`src/rtl/mult_sched.sv`:
```
// Job scheduler: streams operand pairs 0..DEPTH-1 into a multiplier, waits, then collects DEPTH readback beats.
// Optional build macro MULT_SCHED_CHECK_EN adds a k*k readback data check that raises err on mismatch.
module mult_sched #(
    parameter int WIDTH   = 32,
    parameter int DEPTH   = 64,
    parameter int TIMEOUT = 255
) (
    input  logic             clk,
    input  logic             rst,
    input  logic             start,
    input  logic             abort,
    output logic             busy,
    output logic             done,
    output logic             err,
    output logic             EN_mult,
    input  logic             RDY_mult,
    output logic [15:0]      mult_input0,
    output logic [15:0]      mult_input1,
    output logic             EN_blockRead,
    input  logic             VALID_memVal,
    input  logic [WIDTH-1:0] memVal_data,
    output logic [6:0]       rd_count,
    output logic [2:0]       dbg_state
);

    localparam int IW = $clog2(DEPTH);
    localparam int WW = $clog2(TIMEOUT + 1);

    // Handshake: a write beat transfers on a clock where EN_mult && RDY_mult are
    // both high; a readback beat transfers on any READ clock with VALID_memVal high.
    typedef enum logic [2:0] {
        IDLE = 3'd0,
        MULT = 3'd1,
        GAP  = 3'd2,
        READ = 3'd3,
        DONE = 3'd4
    } state_t;

    state_t          state;
    logic [IW-1:0]   idx;
    logic [WW-1:0]   wd_cnt;
    logic            gap_cnt;
    logic            mismatch;

`ifdef MULT_SCHED_CHECK_EN
    logic [WIDTH-1:0] exp_sq;
    assign exp_sq   = WIDTH'(rd_count) * WIDTH'(rd_count);
    assign mismatch = (memVal_data != exp_sq);
`else
    logic unused_data;
    assign unused_data = ^memVal_data;
    assign mismatch    = 1'b0;
`endif

    assign mult_input0 = {{(16 - IW){1'b0}}, idx};
    assign mult_input1 = {{(16 - IW){1'b0}}, idx};
    assign dbg_state   = state;

    always_ff @(posedge clk) begin
        if (rst) begin
            state        <= IDLE;
            busy         <= 1'b0;
            done         <= 1'b0;
            err          <= 1'b0;
            EN_mult      <= 1'b0;
            EN_blockRead <= 1'b0;
            idx          <= '0;
            rd_count     <= '0;
            wd_cnt       <= '0;
            gap_cnt      <= 1'b0;
        end else begin
            done         <= 1'b0;
            EN_blockRead <= 1'b0;
            if (abort && state != IDLE) begin
                state   <= IDLE;
                busy    <= 1'b0;
                EN_mult <= 1'b0;
            end else begin
                case (state)
                    IDLE: begin
                        if (start) begin
                            state    <= MULT;
                            busy     <= 1'b1;
                            EN_mult  <= 1'b1;
                            err      <= 1'b0;
                            idx      <= '0;
                            rd_count <= '0;
                            wd_cnt   <= '0;
                            gap_cnt  <= 1'b0;
                        end
                    end
                    MULT: begin
                        if (RDY_mult) begin
                            // idx parks on the last beat rather than wrapping
                            if (idx == IW'(DEPTH - 1)) begin
                                state   <= GAP;
                                EN_mult <= 1'b0;
                                gap_cnt <= 1'b0;
                            end else begin
                                idx <= idx + IW'(1);
                            end
                        end
                    end
                    GAP: begin
                        if (gap_cnt) begin
                            state        <= READ;
                            EN_blockRead <= 1'b1;
                            wd_cnt       <= '0;
                        end else begin
                            gap_cnt <= 1'b1;
                        end
                    end
                    READ: begin
                        if (VALID_memVal) begin
                            wd_cnt   <= '0;
                            rd_count <= rd_count + 7'd1;
                            if (mismatch) err <= 1'b1;
                            if (rd_count == 7'(DEPTH - 1)) begin
                                state <= DONE;
                                done  <= 1'b1;
                            end
                        end else if (wd_cnt == WW'(TIMEOUT - 1)) begin
                            state <= IDLE;
                            busy  <= 1'b0;
                            err   <= 1'b1;
                        end else begin
                            wd_cnt <= wd_cnt + WW'(1);
                        end
                    end
                    DONE: begin
                        state <= IDLE;
                        busy  <= 1'b0;
                    end
                    default: begin
                        state   <= IDLE;
                        busy    <= 1'b0;
                        EN_mult <= 1'b0;
                    end
                endcase
            end
        end
    end

endmodule
```
`config.mk`:
```
export PLATFORM = sky130hd
export DESIGN_NAME = mult_sched
export DESIGN_NICKNAME = d
export VERILOG_FILES = /design/src/rtl/mult_sched.sv
export SDC_FILE = /design/constraint.sdc
export NUM_CORES = 1
export LEC_CHECK = 0
export CORE_MARGIN = 2
export CORE_UTILIZATION = 45
export CTS_CLUSTER_DIAMETER = 80
export DETAILED_ROUTE_END_ITERATION = 10
export HOLD_SLACK_MARGIN = 0.1
export PLACE_DENSITY = 0.95
export RECOVER_POWER = 50
export SLEW_MARGIN = 20
export SYNTH_ARGS = -nofsm -noshare
export SYNTH_HDL_FRONTEND = slang
export SYNTH_SLANG_ARGS = --single-unit
```
`constraint.sdc`:
```
create_clock -name clk -period 4.9 [get_ports clk]
set_input_delay 0.735 -clock clk [delete_from_list [all_inputs] [get_ports clk]]
set_output_delay 0.735 -clock clk [all_outputs]
set_load 0.02 [all_outputs]
```
==> results.md <==
- RR Endpoint: wd_cnt[6]
- Post-synth top area cell: dfxtp_1
- Total GRT Usage: 0.199
- Max Clk Rate: 395 MHz
- Die W: 67.9 µm
- Number of max-cap violations: 0
- Reg-to-reg slack, setup: 2.81 ns
- Leak: 0.847 nW
- Clk sink count: 30
- Hold Path Stages: 2
- TritonRoute pass-1 iters: 6
- FFs w/ async S/R, synth: 0
- Via count: roughly 1700
- Clk slew on worst S/H paths: 0.06 ns
- Num CTS Buffers: 5
- CP bufs+invs: 1
- Crit-path leading delay family: simple AND/OR/NAND/NOR gates
- Slowest CP cell: dlygate4sd3_1
- Cell area after synthesis: 0.00184 mm²
- # hold bufs at CTS: 0
- PwrDens: 258 mW/mm²
- Crit end category: flop
- Row count: 23
- Final Max Slew Viols: 0
- Clock Tree Root: clkbuf_8
- Diodes inserted: 0
- Routed wire per std cell: 13.5 µm
- Critical R2R Launch: wd_cnt[1]
- Final period utilization: 0.517
- Initial detailed-routing violation count: 267
- Synth top area cells: dfxtp_1 (33%), buf_4 (11%), nand2_1 (4.1%)
- Core area: 0.00397 mm²
- DR vias/cell: 5.71
- FILL cells: 380
- Share of the yosys chip area belonging to registers: 0.327
- H-tree Lvls: 2
- Largest buffer count on any clock path: 2
- Register bit total from synthesis: 30
- Ys Warns: 0
- Arr. time, crit path: 2.75 ns
- Kind of critical path: input pin to flop
- Routed Antenna Nets: 0
- Hold Crit Class: flop to flop
- CTS tree: yes
- Top-area cell type share of the netlist area: 0.327
- Worst ir drop on vdd: around 0.086 mV
- Status: finished, final reports clean
- Area growth from synthesis to final layout: 17.9%
- CP Launch Type: input pin
- Worst-Margin Slew: 0.926 ns
- Worst-path maximum fanout: 5
- Hpwl dp: a little under 3 mm
- Clk_lat worst skew: 0.29 ns
- Setup violators final: 0
- Routability cong.: a little under 0.9
- Critical path's largest stage delay: ~0.65 ns
- First-pass GRT wire length: 6.86 mm
- Initial Utilization: 0.462
- Vias in the first global route: 1564
- Worst Skew: 0.00577 ns
- Final nets: about 300
- Syn_area_per_cell: roughly 8 µm²
- Hold Crit Endpoint: err
- Post-synth EDFFs: 0
- Final Util: 0.545
- Worst r2r path cells: 5
- Synth cell types: 53
- # port buffers: 32
- Share of cells above drive strength 1: 0.0433
- RSZ-0062 raised after global routing: no
- DRC violations left: 0
- Vert. Die Dim: 67.9 µm
- Total grt overflow: 0
- Worst-path cell chain: dlygate4sd3_1 -> or3b_1 -> a21o_1 -> or4_1 -> a21oi_1
- Most used flip-flop cell after synthesis: dfxtp_1
- Die area: around 0.0046 mm²
- Critical Path RT: between 5 and 6 ns
- Rel. slew slack: 0.378
- Final Hold Vio Count: 0
- Cells after synthesis: 229
- Fin Hold WS: about 0.46 ns
- Total Power: 0.000557 W
- Initial antenna violation count: 0
- Pin count of the biggest net entering global routing: 21
- Post-cts sizing count: 0
- Setup TNS: 0 ns
- Worst min-delay path startpoint: err
- Postcts setup bufs: 0
- Post-Route WL: around 4.1 mm
- # IOs: 85
- Post-layout min period: 2.53 ns
## routing by layer
| layer | vias to the layer above | part of all wire | GRT usage |
|---|---|---|---|
| li1 | 849 | - | - |
| met1 | 797 | 0.41 | 0.234 |
| met2 | 74 | 0.49 | 0.328 |
| met3 | 16 | 0.061 | 0.0444 |
| met4 | 0 | 0.036 | 0.125 |
| met5 | - | 0 | 0 |
## tightest hold or removal path: stages, from the launching register on
cell and delay (ns):
dfxtp_1 0.31, inv_1 0.05, a21oi_1 0.05
## power by group
group | leakage (nW) | internal, W | switching (W)
Clock | 0.0575 | 0.000142 | 0.0000947
Combinational | 0.547 | 0.0000216 | 0.0000448
Sequential | 0.243 | 0.000248 | 0.00000638
Total | 0.847 | 0.000411 | 0.000146
## flip-flops by register name, indices dropped and copies added, names as in the netlist
name,cells
wd_cnt,8
rd_count,7
idx,6
dbg_state,3
EN_blockRead,1
EN_mult,1
busy,1
done,1
err,1
gap_cnt,1
## final cells by class
cell class | count | area [µm²] | share of cell area
Sequential cell | 30 | 601 | 0.278
Multi-Input combinational cell | 170 | 1020 | 0.470
Clock buffer | 8 | 110 | 0.0509
Tap cell | 50 | 62.6 | 0.0289
Inverter | 14 | 52.6 | 0.0243
Timing Repair Buffer | 32 | 320 | 0.148
## worst max-delay path by stage
stage	from	end	slack [ns]	cells after the start
CTS	dbg_state[0]	dbg_state[0]	2.46	1
global placement	VALID_memVal	wd_cnt[6]	2.24	4
finish	start	rd_count[5]	2.37	5
global route	start	rd_count[5]	2.22	5
detailed placement	start	rd_count[5]	2.20	5
floorplan	start	rd_count[5]	2.90	4
## cell families (layout without fill, tap and decap cells)
family | Yosys count | after routing | synth area share
AOI/OAI and AO/OA | 64 | 64 | 0.240
xor gates and xnor gates | 3 | 3 | 0.0143
adders and majority gates | 4 | 4 | 0.0273
buffers and inverters | 48 | 54 | 0.156
DFF | 30 | 30 | 0.327
muxes | 2 | 2 | 0.0109
other | 1 | 20 | 0.00204
and+or+nand+nor | 77 | 77 | 0.222
## per-stage QoR
step                instance area [µm²]  std cells  worst slack (ns)
floorplan                          1910        248              2.90
finish                             2160        304              2.37
global placement                   2060        296              2.24
detailed placement                 2060        296              2.20
global route                       2160        304              2.22
CTS                                2170        304              2.46
## cells in the mapped netlist (2+ instances only)
cell      count
dfxtp_1      30
buf_4        26
nand2_1      20
a21oi_1      14
inv_1        14
nor2_1       14
o21ai_0      10
nand3_1       9
clkbuf_1      6
or3_1         6
nor3_1        5
a211oi_1      4
ha_1          4
o32ai_1       4
a221oi_1      3
and3_1        3
nand4_1       3
o211ai_1      3
o21a_1        3
o22ai_1       3
o31ai_1       3
xnor2_1       3
a21o_1        2
a31oi_1       2
mux2i_1       2
nand2b_1      2
nand4b_1      2
nor2b_1       2
nor4_1        2
or4_1         2
## placed cells by master (no fill, tap or decap), types with 3 or more instances in the layout
cell type,count
o22ai_1,3
nand2_1,20
and3_1,3
o32ai_1,4
nand4_1,3
xnor2_1,3
nor3_1,5
dlygate4sd3_1,27
o21a_1,3
ha_1,4
a221oi_1,3
a21oi_1,14
dfxtp_1,30
nor2_1,14
clkbuf_8,8
or3_1,6
conb_1,20
nand3_1,9
o211ai_1,3
clkdlybuf4s50_1,5
o21ai_0,10
o31ai_1,3
a211oi_1,4
inv_1,14
Note: power is estimated with default switching activity, not from simulation.
